File: src/rtl/oled_ctrl_seq.sv
// oled_ctrl_seq: SSD1306 power-up sequencer and byte-stream forwarder in front of the SPI serializer.
// Latency: an accepted stream byte appears on spi_data/spi_send the next cycle.
// Backpressure: s_ready is low while a byte is in flight; a serializer holding spi_rdy stalls the FSM indefinitely.
// Optional feature: define OLED_PWRDOWN_EN to add the stop input and the orderly power-down sequence.
module oled_ctrl_seq #(
  parameter int unsigned DLY_VDD  = 100000,
  parameter int unsigned DLY_RES  = 1000,
  parameter int unsigned DLY_VBAT = 10000000
) (
  input  logic       clk,
  input  logic       rst_n,
  input  logic       start,
`ifdef OLED_PWRDOWN_EN
  input  logic       stop,
`endif
  output logic       init_done,
  input  logic       s_valid,
  input  logic [7:0] s_data,
  input  logic       s_dc,
  output logic       s_ready,
  output logic       spi_en,
  output logic [7:0] spi_data,
  output logic       spi_send,
  input  logic       spi_rdy,
  output logic       oled_dc,
  output logic       oled_res_n,
  output logic       oled_vdd_n,
  output logic       oled_vbat_n
);

  typedef enum logic [3:0] {
    ST_OFF,
    ST_VDD,
    ST_RES_LO,
    ST_RES_HI,
    ST_PRE,
    ST_VBAT,
    ST_POST,
    ST_IDLE,
    ST_XFER,
    ST_PD_CMD,
    ST_PD_VBAT
  } state_t;

  // Byte handshake phase: REQ waits for the serializer to go busy, ACK waits for it to finish.
  typedef enum logic [1:0] {
    XF_IDLE,
    XF_REQ,
    XF_ACK
  } xfer_t;

  state_t      state;
  xfer_t       xfer;
  logic [31:0] cnt;
  logic [2:0]  idx;
  logic        ready_q;
  logic        init_q;
  logic        byte_done;
  logic        cnt_zero;

  assign byte_done = (xfer == XF_ACK) && spi_rdy;
  assign cnt_zero  = (cnt == 32'd0);

  // Counter reload value: the wait ends when the counter reaches zero, so N cycles needs N-1.
  function automatic logic [31:0] dly_load(input int unsigned n);
    return (n == 0) ? 32'd0 : 32'(n - 1);
  endfunction

  // Init command ROM: first five bytes go before VBAT, last five after.
  function automatic logic [7:0] rom_byte(input logic post, input logic [2:0] i);
    logic [7:0] b;
    b = 8'h00;
    case ({post, i})
      4'b0_000: b = 8'hAE;  // display off
      4'b0_001: b = 8'h8D;  // charge pump setting
      4'b0_010: b = 8'h14;  // charge pump on
      4'b0_011: b = 8'hD9;  // pre-charge period
      4'b0_100: b = 8'hF1;
      4'b1_000: b = 8'hA1;  // segment remap
      4'b1_001: b = 8'hC8;  // COM scan direction
      4'b1_010: b = 8'hDA;  // COM pins config
      4'b1_011: b = 8'h02;
      4'b1_100: b = 8'hAF;  // display on
      default:  b = 8'h00;
    endcase
    return b;
  endfunction

`ifdef OLED_PWRDOWN_EN
  // stop wins over s_valid in the same cycle, so ready and init_done drop combinationally.
  assign s_ready   = ready_q & ~stop;
  assign init_done = init_q & ~(stop & ready_q);
`else
  assign s_ready   = ready_q;
  assign init_done = init_q;
`endif

  // Main sequencer: power rails, reset pulse, ROM bytes, stream forwarding, with the byte handshake folded in
  always_ff @(posedge clk or negedge rst_n) begin
    if (!rst_n) begin
      state       <= ST_OFF;
      xfer        <= XF_IDLE;
      cnt         <= 32'd0;
      idx         <= 3'd0;
      ready_q     <= 1'b0;
      init_q      <= 1'b0;
      spi_en      <= 1'b0;
      spi_data    <= 8'h00;
      spi_send    <= 1'b0;
      oled_dc     <= 1'b0;
      oled_res_n  <= 1'b1;
      oled_vdd_n  <= 1'b1;
      oled_vbat_n <= 1'b1;
    end else begin
      if (!cnt_zero) cnt <= cnt - 32'd1;
      if ((xfer == XF_REQ) && !spi_rdy) begin
        xfer     <= XF_ACK;
        spi_send <= 1'b0;
      end
      if (byte_done) xfer <= XF_IDLE;

      case (state)
        ST_OFF: begin
          if (start) begin
            state      <= ST_VDD;
            oled_vdd_n <= 1'b0;
            spi_en     <= 1'b1;
            cnt        <= dly_load(DLY_VDD);
          end
        end
        ST_VDD: begin
          if (cnt_zero) begin
            state      <= ST_RES_LO;
            oled_res_n <= 1'b0;
            cnt        <= dly_load(DLY_RES);
          end
        end
        ST_RES_LO: begin
          if (cnt_zero) begin
            state      <= ST_RES_HI;
            oled_res_n <= 1'b1;
            cnt        <= dly_load(DLY_RES);
          end
        end
        ST_RES_HI: begin
          if (cnt_zero) begin
            state    <= ST_PRE;
            idx      <= 3'd0;
            spi_data <= rom_byte(1'b0, 3'd0);
            oled_dc  <= 1'b0;
            spi_send <= 1'b1;
            xfer     <= XF_REQ;
          end
        end
        ST_PRE: begin
          if (byte_done) begin
            if (idx == 3'd4) begin
              state       <= ST_VBAT;
              oled_vbat_n <= 1'b0;
              cnt         <= dly_load(DLY_VBAT);
            end else begin
              idx      <= idx + 3'd1;
              spi_data <= rom_byte(1'b0, idx + 3'd1);
              spi_send <= 1'b1;
              xfer     <= XF_REQ;
            end
          end
        end
        ST_VBAT: begin
          if (cnt_zero) begin
            state    <= ST_POST;
            idx      <= 3'd0;
            spi_data <= rom_byte(1'b1, 3'd0);
            oled_dc  <= 1'b0;
            spi_send <= 1'b1;
            xfer     <= XF_REQ;
          end
        end
        ST_POST: begin
          if (byte_done) begin
            if (idx == 3'd4) begin
              state   <= ST_IDLE;
              ready_q <= 1'b1;
              init_q  <= 1'b1;
            end else begin
              idx      <= idx + 3'd1;
              spi_data <= rom_byte(1'b1, idx + 3'd1);
              spi_send <= 1'b1;
              xfer     <= XF_REQ;
            end
          end
        end
        ST_IDLE: begin
`ifdef OLED_PWRDOWN_EN
          if (stop) begin
            state    <= ST_PD_CMD;
            ready_q  <= 1'b0;
            init_q   <= 1'b0;
            spi_data <= 8'hAE;
            oled_dc  <= 1'b0;
            spi_send <= 1'b1;
            xfer     <= XF_REQ;
          end else
`endif
          if (s_valid) begin
            state    <= ST_XFER;
            ready_q  <= 1'b0;
            spi_data <= s_data;
            oled_dc  <= s_dc;
            spi_send <= 1'b1;
            xfer     <= XF_REQ;
          end
        end
        ST_XFER: begin
          if (byte_done) begin
            state   <= ST_IDLE;
            ready_q <= 1'b1;
          end
        end
`ifdef OLED_PWRDOWN_EN
        ST_PD_CMD: begin
          if (byte_done) begin
            state       <= ST_PD_VBAT;
            oled_vbat_n <= 1'b1;
            cnt         <= dly_load(DLY_VBAT);
          end
        end
        ST_PD_VBAT: begin
          if (cnt_zero) begin
            state      <= ST_OFF;
            oled_vdd_n <= 1'b1;
            spi_en     <= 1'b0;
            spi_data   <= 8'h00;
          end
        end
`endif
        default: state <= ST_OFF;
      endcase
    end
  end

endmodule

File: config.mk
export PLATFORM = sky130hd
export DESIGN_NAME = oled_ctrl_seq
export DESIGN_NICKNAME = d
export VERILOG_FILES = /design/src/rtl/oled_ctrl_seq.sv
export SDC_FILE = /design/constraint.sdc
export NUM_CORES = 1
export LEC_CHECK = 0
export BUFFER_PORTS_ARGS = -buffer_cell sky130_fd_sc_hd__buf_4
export CAP_MARGIN = 20
export CORE_UTILIZATION = 50
export DETAILED_ROUTE_END_ITERATION = 10
export GPL_TIMING_DRIVEN = 0
export PLACE_DENSITY = 0.68
export SYNTH_ARGS = -nofsm -noshare
export SYNTH_HDL_FRONTEND = slang
export SYNTH_SLANG_ARGS = --single-unit
File: constraint.sdc
create_clock -name clk -period 2.07 [get_ports clk]
set_input_delay 0.414 -clock clk [delete_from_list [all_inputs] [get_ports clk]]
set_output_delay 0.414 -clock clk [all_outputs]
set_load 0.05 [all_outputs]
# [Word level (Yosys, flattened, before mapping)]
# Cells that the tools add are included.
[totals] ff_bits=57 in_bits=14 output_inout_bits=16 elab_cells=124
[classes] n_addsub=2 n_eq_ne=31 mux=55 n_reduce_logical=23
[ops] operator="2-to-1 mux 32 bit" n=5
[ops] operator="case mux 8 bit (5 select lines)" n=3
[ops] operator="case mux 32 bit (3 select lines)" n=1
[ops] operator="2-to-1 mux 8 bit" n=7
[ops] operator="2-to-1 mux 4 bit" n=11
[ops] operator="case mux 4 bit (9 select lines)" n=1
[ops] operator="logical NOT 32 bit" n=1
[ops] operator="subtractor 32 x 1 -> 32 bit (second input constant)" n=1
[ops] operator="!= test 2 bit (second input constant)" n=14
[ops] operator="== test 4 x 3 -> 1 bit (second input constant)" n=4
[ops] operator="2-to-1 mux 1 bit" n=12
[ops] operator="2-to-1 mux 2 bit" n=6
[ops] operator="AND reduction 3 bit" n=4
[ops] operator="AND reduction 11 bit" n=1
[ops] operator="2-to-1 mux 3 bit" n=3
[ops] operator="== test 4 x 2 -> 1 bit (second input constant)" n=2
[ops] operator="AND reduction 8 bit" n=1
[ops] operator="== test 3 x 2 -> 1 bit (second input constant)" n=2
[ops] operator="== test 3 bit (second input constant)" n=2
[ops] operator="case mux 1 bit (3 select lines)" n=2
[ops] operator="case mux 2 bit (3 select lines)" n=1
[ops] operator="case mux 3 bit (2 select lines)" n=1
[ops] operator="nonzero test 2 bit" n=3
[ops] operator="OR reduction 2 bit" n=3
[ops] operator="17 further kinds" n=20

# [Logic depth before layout (Yosys ltp)]
# Gate-level depths: netlist of run 1.
[depth] word_depth=7 depth_mapped=10 mapped_depth_nobuf=9

# [Worst setup path after synthesis of run 1]
# Ideal clock, no wire load.
[synth_path] path_kind="register -> register" startpoint="register idx[0]" endpoint="register spi_data[2]" setup_ns=0.125 arrival_ns=2.011 required_time_ns=1.945 path_slack_ns=-0.066 path_stages_with_launch=9 n_path_buf=1 synth_period_minus_slack_ns=2.136 path_cell_list="dfrtp_1 -> inv_1 -> ha_1 -> clkbuf_1 -> a21boi_4 -> a21oi_1 -> nor4_2 -> nand2_4 -> mux2_4"
[synth_via] elab_chain_cells=6 elab_cells_between_ends=17 cone_classes="add/sub: 1; eq/ne: 7; mux: 7; reduce/logical: 2"
[synth_lines] element="start: declaration" line="55" text="logic [2:0] idx;"
[synth_lines] element="start signal: assignment" line="162" text="idx <= idx + 3'd1;"
[synth_lines] element="start signal: assignment" line="186" text="idx <= idx + 3'd1;"
[synth_lines] element="adder 3 x 1 -> 3 bit" line="163, 187"
[synth_lines] element="== test 3 bit (tied with other cells)" line="73" text="case ({post, i})"
[synth_lines] element="case mux 8 bit (5 select lines)" line="73"
[synth_lines] element="2-to-1 mux 8 bit, on equally long branches" line="181, 157"
[synth_lines] element="2-to-1 mux 8 bit, on equally long branches" line="180, 156"
[synth_lines] element="case mux 8 bit (5 select lines)" line="122" text="case (state)"
[synth_lines] element="end signal: assignment" line="149" text="spi_data <= rom_byte(1'b0, 3'd0);"
[synth_lines] element="end signal: assignment" line="173" text="spi_data <= rom_byte(1'b1, 3'd0);"
[synth_lines] element="end signal: assignment" line="187" text="spi_data <= rom_byte(1'b1, idx + 3'd1);"
[synth_lines] element="end: declaration" line="22" text="output logic [7:0] spi_data,"
# Parallel ways exist; a longest one is shown, timed or not. The select of a mux whose other input is x is not followed.
# A chain may end at the register's enable or synchronous reset.

# [Worst setup path after layout of run 1]
[layout_path] startpoint="register cnt[1]" endpoint="register cnt[0]"
[layout_via] elab_chain_cells=5 elab_cells_between_ends=7 cone_classes="mux: 6; reduce/logical: 1"
[layout_lines] element="start: declaration" line="54" text="logic [31:0] cnt;"
[layout_lines] element="start signal: assignment" line="115" text="if (!cnt_zero) cnt <= cnt - 32'd1;"
[layout_lines] element="start signal: assignment" line="128" text="cnt <= dly_load(DLY_VDD);"
[layout_lines] element="start signal: assignment" line="135" text="cnt <= dly_load(DLY_RES);"
[layout_lines] element="logical NOT 32 bit *" line="62" text="assign cnt_zero = (cnt == 32'd0);"
[layout_lines] element="2-to-1 mux 32 bit" line="115"
[layout_lines] element="2-to-1 mux 32 bit" line="157" text="if (idx == 3'd4) begin"
[layout_lines] element="2-to-1 mux 32 bit" line="156" text="if (byte_done) begin"
[layout_lines] element="case mux 32 bit (3 select lines) *" line="122"
# Every way passes the cells marked *; elsewhere a longest branch is shown, timed or not.

==> results.py, run 1 <==
metrics = {
    "clock_network": {
        "numCtsBuffers": 9,
        "cts_tree": "built",
        "path_clk_slew_ns": 0.06,
        "insertion_delay_ns": 0.34,
        "clock-sinks": 57,
        "root_buffer": "clkbuf_8",
        "clockBufferDepth": 2,
        "h-tree-depth": 3,
    },
    "cells_and_area": {
        "fillers": 537,
        "finish.utilization": 0.666,
        "final_cells": 532,
        "ff_latch_area_um2": 1430,
        "nNetsFinal": 453,
        "final_cell_area_um2": 4520,
        "diodes": 0,
        "final_cell_mix": "58 x buf_4, 51 x dfrtp_1, 41 x nor2_1",
        "drive_gt1_frac": 0.333,
        "area_delta_synth_final_pct": 28.5,
        "final_common_cell": "buf_4",
        "multi_input_area_um2": 2170,
    },
    "placed_design": {
        "numPortBuffers": 29,
        "place_congestion": 0.902,
        "dpl.hpwl_mm": 5.64,
        "placed_cells": 489,
        "post-place-ws_ns": -0.263,
        "placed_area_um2": 3860,
    },
    "power": {
        "p_seq_frac": 0.351,
        "switching_share": 0.348,
        "p_comb_frac": 0.328,
        "ir_drop_mv": 0.392,
        "clockPowerShare": 0.321,
        "internal_power_w": 0.00230,
        "p_per_area_nw_per_um2": 782,
        "switchingPower_w": 0.00123,
        "p_leak_nw": 1.87,
    },
    "drt": {
        "top_layer": "met4",
        "first_iter_violations": 136,
        "routed-via-count": 3011,
        "wl_met3_um": 318,
        "detail-route-antenna-nets": 0,
        "drc": 0,
        "viasPerCell": 5.66,
        "wirelength_mm": 8.55,
        "dr_wl_met2_mm": 4.33,
        "detail_route.wl_per_cell_um": 16.1,
        "drt-pass1-iter-count": 4,
        "wl_met1_mm": 3.71,
    },
    "job": {
        "drv_cap": 0,
    },
    "synth": {
        "synthCells": 364,
        "synth_ff_type": "dfrtp_1",
        "avgSynthCellArea_um2": 9.67,
        "synth_edf_count": 0,
        "synth-seq-cells": 57,
        "synth_nets": 385,
        "synth_cell_types": 73,
        "syn_area_um2": 3520,
        "async_reset_ff_frac": 1.00,
        "ys_seq_area_frac": 0.406,
        "yosys_warnings": 0,
    },
    "floorplan": {
        "die-area_um2": 7380,
        "initial_core_util": 0.518,
        "chipHeight_um": 85.9,
        "fp-row-count": 30,
        "core-area_um2": 6790,
        "die_w_um": 85.9,
        "ioPinCount": 30,
    },
    "timing": {
        "hold_viol": 0,
        "finalClockSkew_ns": 0.00995,
        "fin_ws_ns": -0.0548,
        "timing.slew.headroom": 0.531,
        "finalCriticalPeriod_ns": 2.12,
        "fin_tns_setup_ns": -0.0548,
        "rsz0062_at_grt": "true",
        "setup_viol_count_final": 1,
        "post-route-period-util": 1.03,
        "slew_violations": 0,
        "worstMarginPinSlew_ns": 0.703,
        "max_freq_ghz": 0.471,
    },
    "global_routing": {
        "grt_overflow_total": 0,
        "grt_pass1_wl_mm": 13.6,
        "antenna_found_initial": 0,
        "grt_max_degree": 58,
        "grtUsageTotal": 0.240,
        "grt_pass1_vias": 2883,
    },
    "critical_path": {
        "rrSetupSlack_ns": -0.05,
        "crit-reg2reg-launch": "cnt[1]$_DFF_PN0_",
        "arrival_ns": 2.34,
        "path_class": "register to register",
        "start_kind": "register",
        "critPathMaxFanout": 5,
        "r2r_end": "cnt[0]$_DFF_PN0_",
        "required_ns": 2.28,
        "end_kind": "register",
        "reg2reg_depth": 9,
    },
    "run_status": {
        "status": "finished, violations left",
        "violations": "setup timing",
    },
    "min_path": {
        "min_path_type": "input port to asynchronous set/reset pin",
    },
}
[kinds of logic (layout without fill, tap and decap cells)]
kind of cell | Yosys count | in the layout | synth area share
buffers and inverters | 25 | 97 | 0.0352
xor gates and xnor gates | 30 | 30 | 0.0768
adders and majority gates | 8 | 8 | 0.0277
DFF | 57 | 57 | 0.406
AOI/OAI and AO/OA | 70 | 70 | 0.146
and+or+nand+nor | 166 | 166 | 0.278
muxes | 8 | 8 | 0.0299
[metrics by stage]
step                      total power (W)  hold WS [ns]
after floorplan                   0.00198         0.118
after global placement            0.00223         0.453
after detailed placement          0.00224         0.458
after CTS                         0.00342         0.147
after global routing              0.00371         0.188
final                             0.00354         0.127
[cell usage after synthesis (all sizes together), types with 3 or more instances]
cell type / count / share of area
a211oi: 3 / 0.010
a21oi: 11 / 0.016
a22o: 6 / 0.015
a31o: 3 / 0.0075
a31oi: 3 / 0.0071
and2: 4 / 0.0075
and3: 6 / 0.011
buf: 12 / 0.021
clkbuf: 3 / 0.0032
dfrtp: 54 / 0.38
dfstp: 3 / 0.022
ha: 7 / 0.025
inv: 10 / 0.011
mux2: 5 / 0.021
mux2i: 3 / 0.0085
nand2: 30 / 0.035
nand2b: 7 / 0.012
nand3: 21 / 0.033
nand3b: 4 / 0.0085
nand4: 4 / 0.011
nor2: 43 / 0.046
nor2b: 3 / 0.0053
nor3: 18 / 0.037
nor4: 14 / 0.043
o21ai: 18 / 0.026
o31ai: 5 / 0.011
xnor2: 9 / 0.022
xor2: 21 / 0.054
[timing repair]
action                     4_1_cts  5_1_grt
gates resized for setup         25       23
setup endpoints to repair       38       37
hold buffers                     0        0
pin swaps                       10       18
setup buffers                   18       12
[routing by layer]
layer,global-route usage,up-vias
li1,-,1453
met3,0.0462,17
met4,0.112,0
met2,0.401,74
met1,0.299,1467
met5,0,-
[power groups by stage]
stage	clock network [W]	registers, W	logic, W
floorplan	0	0.00125	0.000732
global placement	0	0.00125	0.000983
detailed placement	0	0.00125	0.000992
CTS	0.00116	0.00124	0.00102
global route	0.00120	0.00125	0.00126
finish	0.00113	0.00124	0.00116
[sequential cells by signal (all words and copies together), names as in the netlist]
name / count
init_done: 1
xfer: 2
spi_send: 1
oled_vdd_n: 1
s_ready: 1
idx: 3
cnt: 32
oled_res_n: 1
spi_data: 8
oled_vbat_n: 1
spi_en: 1
state: 4
oled_dc: 1
[worst max-delay path, stage by stage, from the launching register on]
cell     delay (ns)
dfrtp_1        0.41
inv_1          0.07
ha_2           0.17
nor3b_4        0.29
and2_4         0.22
nand4_4        0.13
buf_6          0.18
ha_4           0.20
o31ai_1        0.24
nand2_1        0.09
[worst max path at each step]
stage / from / end / slack [ns]
floorplan: cnt[21]$_DFF_PN0_ / cnt[0]$_DFF_PN0_ / 0.01
global placement: idx[0]$_DFFE_PN0P_ / cnt[21]$_DFF_PN0_ / -0.27
detailed placement: idx[0]$_DFFE_PN0P_ / cnt[21]$_DFF_PN0_ / -0.26
CTS: state[3]$_DFFE_PN0P_ / state[1]$_DFFE_PN0P_ / 0.002
global route: cnt[0]$_DFF_PN0_ / cnt[0]$_DFF_PN0_ / -0.15
finish: cnt[1]$_DFF_PN0_ / cnt[0]$_DFF_PN0_ / -0.05
[final cells by class]
type                       instances  area share
tap                               96      0.0266
timing repair buffer              58      0.0988
inverter                          10     0.00830
clock inverter                     3      0.0144
multi-input combinational        282       0.481
sequential                        57       0.317
buffer                            14      0.0219
clock buffer                      12      0.0321
Note: power is estimated with default switching activity, not from simulation.
==> run 2, diff against run 1 <==
--- a/config.mk
+++ b/config.mk
@@ -10,6 +10,7 @@
 export CORE_UTILIZATION = 50
 export DETAILED_ROUTE_END_ITERATION = 10
 export GPL_TIMING_DRIVEN = 0
+export MAX_ROUTING_LAYER = met4
 export PLACE_DENSITY = 0.68
 export SYNTH_ARGS = -nofsm -noshare
 export SYNTH_HDL_FRONTEND = slang
==> run 2 against run 1 <==
Compared with the run above: the flow still finishes with violations (setup timing); cell area fell by 0.17%; critical path depth fell by 1; clock skew fell by 0.00061 ns; worst hold slack got worse by 0.0034 ns; final cell count fell by 0.19%; fmax fell by 0.27%; utilization fell by 0.11 points; via count rose by 1.1%; sequential power barely moved; critical endpoint unchanged.
==> results.py, run 2 (synthesized netlist as in run 1, its figures left out) <==
metrics = {
    "timing": {
        "fin_ws_ns": -0.0605,
        "fin_tns_setup_ns": -0.0605,
        "finalClockSkew_ns": 0.00933,
        "hold_ws_ns": 0.124,
        "post-route-period-util": 1.03,
        "finalCriticalPeriod_ns": 2.13,
        "worstMarginPinSlew_ns": 0.710,
        "setup_viol_count_final": 1,
        "slew_violations": 0,
        "rsz0062_at_grt": "true",
        "timing.slew.headroom": 0.527,
        "hold_viol": 0,
        "max_freq_ghz": 0.469,
    },
    "floorplan": {
        "die_w_um": 85.9,
        "die-area_um2": 7380,
        "fp-row-count": 30,
        "core-area_um2": 6790,
        "ioPinCount": 30,
        "initial_core_util": 0.518,
        "chipHeight_um": 85.9,
    },
    "clock_network": {
        "clock-sinks": 57,
        "cts_tree": "built",
        "clockBufferDepth": 2,
        "root_buffer": "clkbuf_8",
        "path_clk_slew_ns": 0.06,
        "insertion_delay_ns": 0.34,
        "h-tree-depth": 3,
        "numCtsBuffers": 9,
    },
    "critical_path": {
        "path_class": "register to register",
        "slowest_delay_ns": 0.43,
        "slowest_stage": "dfrtp_1",
        "r2r_end": "cnt[0]$_DFF_PN0_",
        "startpoint": "cnt[27]$_DFF_PN0_",
        "path_delay_family": "simple AND/OR/NAND/NOR gates",
        "critPathMaxFanout": 6,
        "cpMostUsedCell": "buf_6",
        "rrSetupSlack_ns": -0.06,
        "reg2reg_depth": 8,
        "arrival_ns": 2.34,
        "end_kind": "register",
        "crit-reg2reg-launch": "cnt[27]$_DFF_PN0_",
        "worstPathCellList": "nor4_4 > and3_4 > buf_6 > nand4_4 > buf_6 > ha_4 > o31ai_1 > nand2_1",
        "required_ns": 2.28,
        "start_kind": "register",
        "crit_buf_inv": 2,
    },
    "global_routing": {
        "grt_pass1_wl_mm": 13.6,
        "grt_max_degree": 58,
        "antenna_found_initial": 0,
        "grt_overflow_total": 0,
        "grt_pass1_vias": 2885,
        "grtUsageTotal": 0.247,
    },
    "min_path": {
        "min_path_type": "input port to asynchronous set/reset pin",
    },
    "cells_and_area": {
        "area_delta_synth_final_pct": 28.3,
        "finish.utilization": 0.664,
        "reg_top3": "cnt (32), spi_data (8), state (4)",
        "final_cell_area_um2": 4510,
        "drive_gt1_frac": 0.331,
        "diodes": 0,
        "final_cell_mix": "57 x buf_4, 51 x dfrtp_1, 41 x nor2_1",
        "largest_reg_flops": 32,
        "final_common_cell": "buf_4",
        "regMostFlops": "cnt",
        "nNetsFinal": 452,
    },
    "placed_design": {
        "place_congestion": 0.917,
        "placed_area_um2": 3860,
        "numPortBuffers": 29,
        "dpl.hpwl_mm": 5.64,
    },
    "drt": {
        "routed-via-count": 3043,
        "drt-pass1-iter-count": 5,
        "wirelength_mm": 8.60,
        "drc": 0,
        "detail_route.wl_per_cell_um": 16.2,
        "detail-route-antenna-nets": 0,
        "viasPerCell": 5.73,
        "first_iter_violations": 167,
    },
    "job": {
        "drv_cap": 0,
    },
    "power": {
        "ir_drop_mv": 0.388,
        "p_per_area_nw_per_um2": 785,
        "p_leak_nw": 1.86,
    },
    "run_status": {
        "violations": "setup timing",
        "status": "finished, violations left",
    },
}
## run 2: cell types whose count changed in the layout (fill, tap and decap cells not counted), sizes merged
cell  previous run  this run
buf             68        67
## run 2: how the worst max path moves through the flow
stage	cells past startpoint	to	slack (ns)
detailed placement	10	cnt[21]$_DFF_PN0_	-0.26
global placement	10	cnt[21]$_DFF_PN0_	-0.27
global route	9	cnt[0]$_DFF_PN0_	-0.15
floorplan	8	cnt[0]$_DFF_PN0_	0.01
finish	8	cnt[0]$_DFF_PN0_	-0.06
CTS	7	state[1]$_DFFE_PN0P_	0.002
## run 2: worst register-to-register path, delay by kind of cell, from the launching register on
kind	cells	cell delay [ns]
adders and majority gates	1	0.20
AOI/OAI and AO/OA	1	0.24
buffers and inverters	2	0.32
DFF	1	0.43
and+or+nand+nor	4	0.82
## run 2: report_power, final
part	leakage [nW]	switching, W	internal (W)	total [W]
Combinational	1.05	0.000740	0.000420	0.00116
Sequential	0.701	0.0000601	0.00118	0.00124
Clock	0.106	0.000438	0.000703	0.00114
Total	1.86	0.00124	0.00230	0.00354
## run 2: layout make-up
cell class	instances	area [µm²]
fill	538	2280
multi-input combinational	282	2170
sequential	57	1430
timing repair buffer	57	439
clock buffer	12	145
tap	96	120
buffer	14	98.8
clock inverter	3	65.1
inverter	10	37.5
## run 2: what timing repair did
action	in CTS	in global routing
resized for setup	25	23
hold buffers	0	0
hold endpoints to repair	0	0
pin swaps	10	18
endpoints found under the setup margin	38	37
buffers inserted	18	11
## run 2: per-stage QoR
| step | total power (W) | std cells | setup WS [ns] |
|---|---|---|---|
| 6_report | 0.00354 | 531 | -0.0605 |
| 5_1_grt | 0.00371 | 531 | -0.150 |
| 4_1_cts | 0.00342 | 522 | 0.00187 |
| 3_5_place_dp | 0.00224 | 489 | -0.263 |
| 3_3_place_gp | 0.00223 | 489 | -0.270 |
| 2_1_floorplan | 0.00198 | 364 | 0.0137 |
## run 2: routing by layer
layer	vias to the layer above	track usage	wire, µm
met5	-	-	0
met4	0	0.112	240
met3	24	0.0452	294
met2	75	0.403	4370
met1	1497	0.297	3690
li1	1447	-	-
==> run 3, diff against run 2 <==
--- a/config.mk
+++ b/config.mk
@@ -7,11 +7,13 @@
 export LEC_CHECK = 0
 export BUFFER_PORTS_ARGS = -buffer_cell sky130_fd_sc_hd__buf_4
 export CAP_MARGIN = 20
-export CORE_UTILIZATION = 50
+export CORE_ASPECT_RATIO = 1.5
+export CORE_MARGIN = 1.5
+export CORE_UTILIZATION = 40
 export DETAILED_ROUTE_END_ITERATION = 10
 export GPL_TIMING_DRIVEN = 0
 export MAX_ROUTING_LAYER = met4
-export PLACE_DENSITY = 0.68
+export PLACE_DENSITY = 0.56
 export SYNTH_ARGS = -nofsm -noshare
 export SYNTH_HDL_FRONTEND = slang
 export SYNTH_SLANG_ARGS = --single-unit
==> run 3 against run 2 <==
Compared with the run above: the flow still finishes with violations (setup timing); cell area is 7.1% higher; combinational power is 19% higher; first-iteration DRC count stayed put; setup slack better by 0.038 ns; worst hold slack better by 0.032 ns; non-clock buffer count is 7 higher; critical endpoint is now spi_data[2]$_DFFE_PN0P_; largest cell class unchanged; highest routed layer unchanged.
==> results.py, run 3 (synthesized netlist as in run 1, its figures left out) <==
metrics = {
    "clock_network": {
        "h-tree-depth": 3,
        "numCtsBuffers": 9,
        "insertion_delay_ns": 0.33,
        "path_clk_slew_ns": 0.05,
        "root_buffer": "clkbuf_16",
        "clockBufferDepth": 2,
        "cts_tree": "built",
        "clock-sinks": 57,
    },
    "drt": {
        "routed-via-count": 3126,
        "detail-route-antenna-nets": 0,
        "first_iter_violations": 167,
        "drc": 0,
        "drt-pass1-iter-count": 4,
        "wirelength_mm": 9.80,
        "viasPerCell": 5.68,
        "detail_route.wl_per_cell_um": 17.8,
    },
    "cells_and_area": {
        "final_common_cell": "buf_4",
        "drive_gt1_frac": 0.375,
        "regMostFlops": "cnt",
        "final_cell_mix": "58 x buf_4, 49 x dfrtp_1, 40 x nor2_1",
        "fillers": 758,
        "reg_top3": "cnt (32), spi_data (8), state (4)",
        "diodes": 0,
        "nNetsFinal": 459,
        "largest_reg_flops": 32,
        "final_cell_area_um2": 4830,
        "area_delta_synth_final_pct": 37.3,
    },
    "run_status": {
        "violations": "setup timing",
        "status": "finished, violations left",
    },
    "placed_design": {
        "post-place-ws_ns": -0.296,
        "numPortBuffers": 29,
        "place_congestion": 0.845,
        "placed_area_um2": 3880,
        "dpl.hpwl_mm": 6.51,
    },
    "critical_path": {
        "arrival_ns": 2.31,
        "r2r_end": "spi_data[2]$_DFFE_PN0P_",
        "start_kind": "register",
        "critPathMaxFanout": 10,
        "crit-reg2reg-launch": "state[2]$_DFFE_PN0P_",
        "crit_end": "spi_data[2]$_DFFE_PN0P_",
        "rrSetupSlack_ns": -0.02,
        "required_ns": 2.28,
        "startpoint": "state[2]$_DFFE_PN0P_",
        "reg2reg_depth": 6,
        "end_kind": "register",
        "path_class": "register to register",
    },
    "floorplan": {
        "core-area_um2": 8460,
        "chipHeight_um": 118,
        "die_w_um": 79.6,
        "fp-row-count": 41,
        "ioPinCount": 30,
        "die-area_um2": 9380,
        "initial_core_util": 0.416,
    },
    "timing": {
        "fin_ws_ns": -0.0228,
        "max_freq_ghz": 0.478,
        "setup_viol_count_final": 5,
        "finalCriticalPeriod_ns": 2.09,
        "finalClockSkew_ns": 0.00759,
        "rsz0062_at_grt": "true",
        "fin_tns_setup_ns": -0.0893,
        "timing.slew.headroom": 0.501,
        "hold_viol": 0,
        "worstMarginPinSlew_ns": 0.748,
        "post-route-period-util": 1.01,
        "slew_violations": 0,
    },
    "global_routing": {
        "grtUsageTotal": 0.221,
        "antenna_found_initial": 0,
        "grt_pass1_wl_mm": 15.4,
        "grt_overflow_total": 0,
        "grt_max_degree": 58,
        "grt_pass1_vias": 3066,
    },
    "min_path": {
        "min_path_type": "input port to asynchronous set/reset pin",
    },
    "power": {
        "ir_drop_mv": 0.517,
        "p_per_area_nw_per_um2": 881,
        "p_leak_nw": 1.97,
    },
    "job": {
        "drv_cap": 0,
    },
}
## run 3: changes by cell type in the layout (fill, tap and decap cells not counted), sizes merged
cell / before / now
clkinvlp: 0 / 3
buf: 67 / 75
clkbuf: 16 / 13
## run 3: metal layers
layer	track usage	wire length (µm)	vias to the layer above	part of all wire
met5	-	0	-	0
met1	0.237	3740	1535	0.38
li1	-	-	1466	-
met3	0.0403	379	31	0.039
met4	0.133	508	0	0.052
met2	0.369	5170	94	0.53
## run 3: final cells by class
type	count	area (µm²)	area share
plain buffers	14	111	0.0230
clock buffers	10	239	0.0494
clock inverters	6	91.3	0.0189
inverters	10	37.5	0.00777
multi-input cells	282	2270	0.470
flip-flops and latches	57	1440	0.297
well taps	107	134	0.0277
repair buffers	64	510	0.106
## run 3: timing repair
action	4_1_cts	5_1_grt
pin swaps	13	20
resized for setup	28	53
setup buffers	19	16
cloned	0	0
setup endpoints to repair	40	44
hold buffers	0	0
## run 3: how the worst min path moves through the flow
stage                     slack, ns          startpoint                 end
after floorplan                0.12               rst_n    cnt[0]$_DFF_PN0_
after global placement         0.45  spi_en$_DFFE_PN0P_  spi_en$_DFFE_PN0P_
after detailed placement       0.46  spi_en$_DFFE_PN0P_  spi_en$_DFFE_PN0P_
after CTS                      0.19               rst_n   cnt[16]$_DFF_PN0_
after global routing           0.23               rst_n    cnt[9]$_DFF_PN0_
final                          0.16               rst_n   cnt[10]$_DFF_PN0_
## run 3: per-stage QoR
step	hold WS (ns)	util	std cells	power (W)
detailed placement	0.458	0.458	500	0.00226
CTS	0.186	0.528	534	0.00394
finish	0.155	0.571	550	0.00426
global placement	0.453	0.458	500	0.00226
floorplan	0.118	-	364	0.00198
global route	0.228	0.571	550	0.00446
## run 3: report_power, final
group / total [W] / internal, W / switching [W] / leakage [nW]
sequential: 0.00125 / 0.00118 / 0.0000640 / 0.698
combinational: 0.00138 / 0.000552 / 0.000831 / 1.12
clock: 0.00163 / 0.00109 / 0.000542 / 0.151
## run 3: critical path: stages (launching register included)
cell and delay, ns:
dfrtp_1 0.55, buf_2 0.34, xnor2_1 0.17, nor3_4 0.37
nand2_8 0.11, nand2_8 0.13, mux2_4 0.31
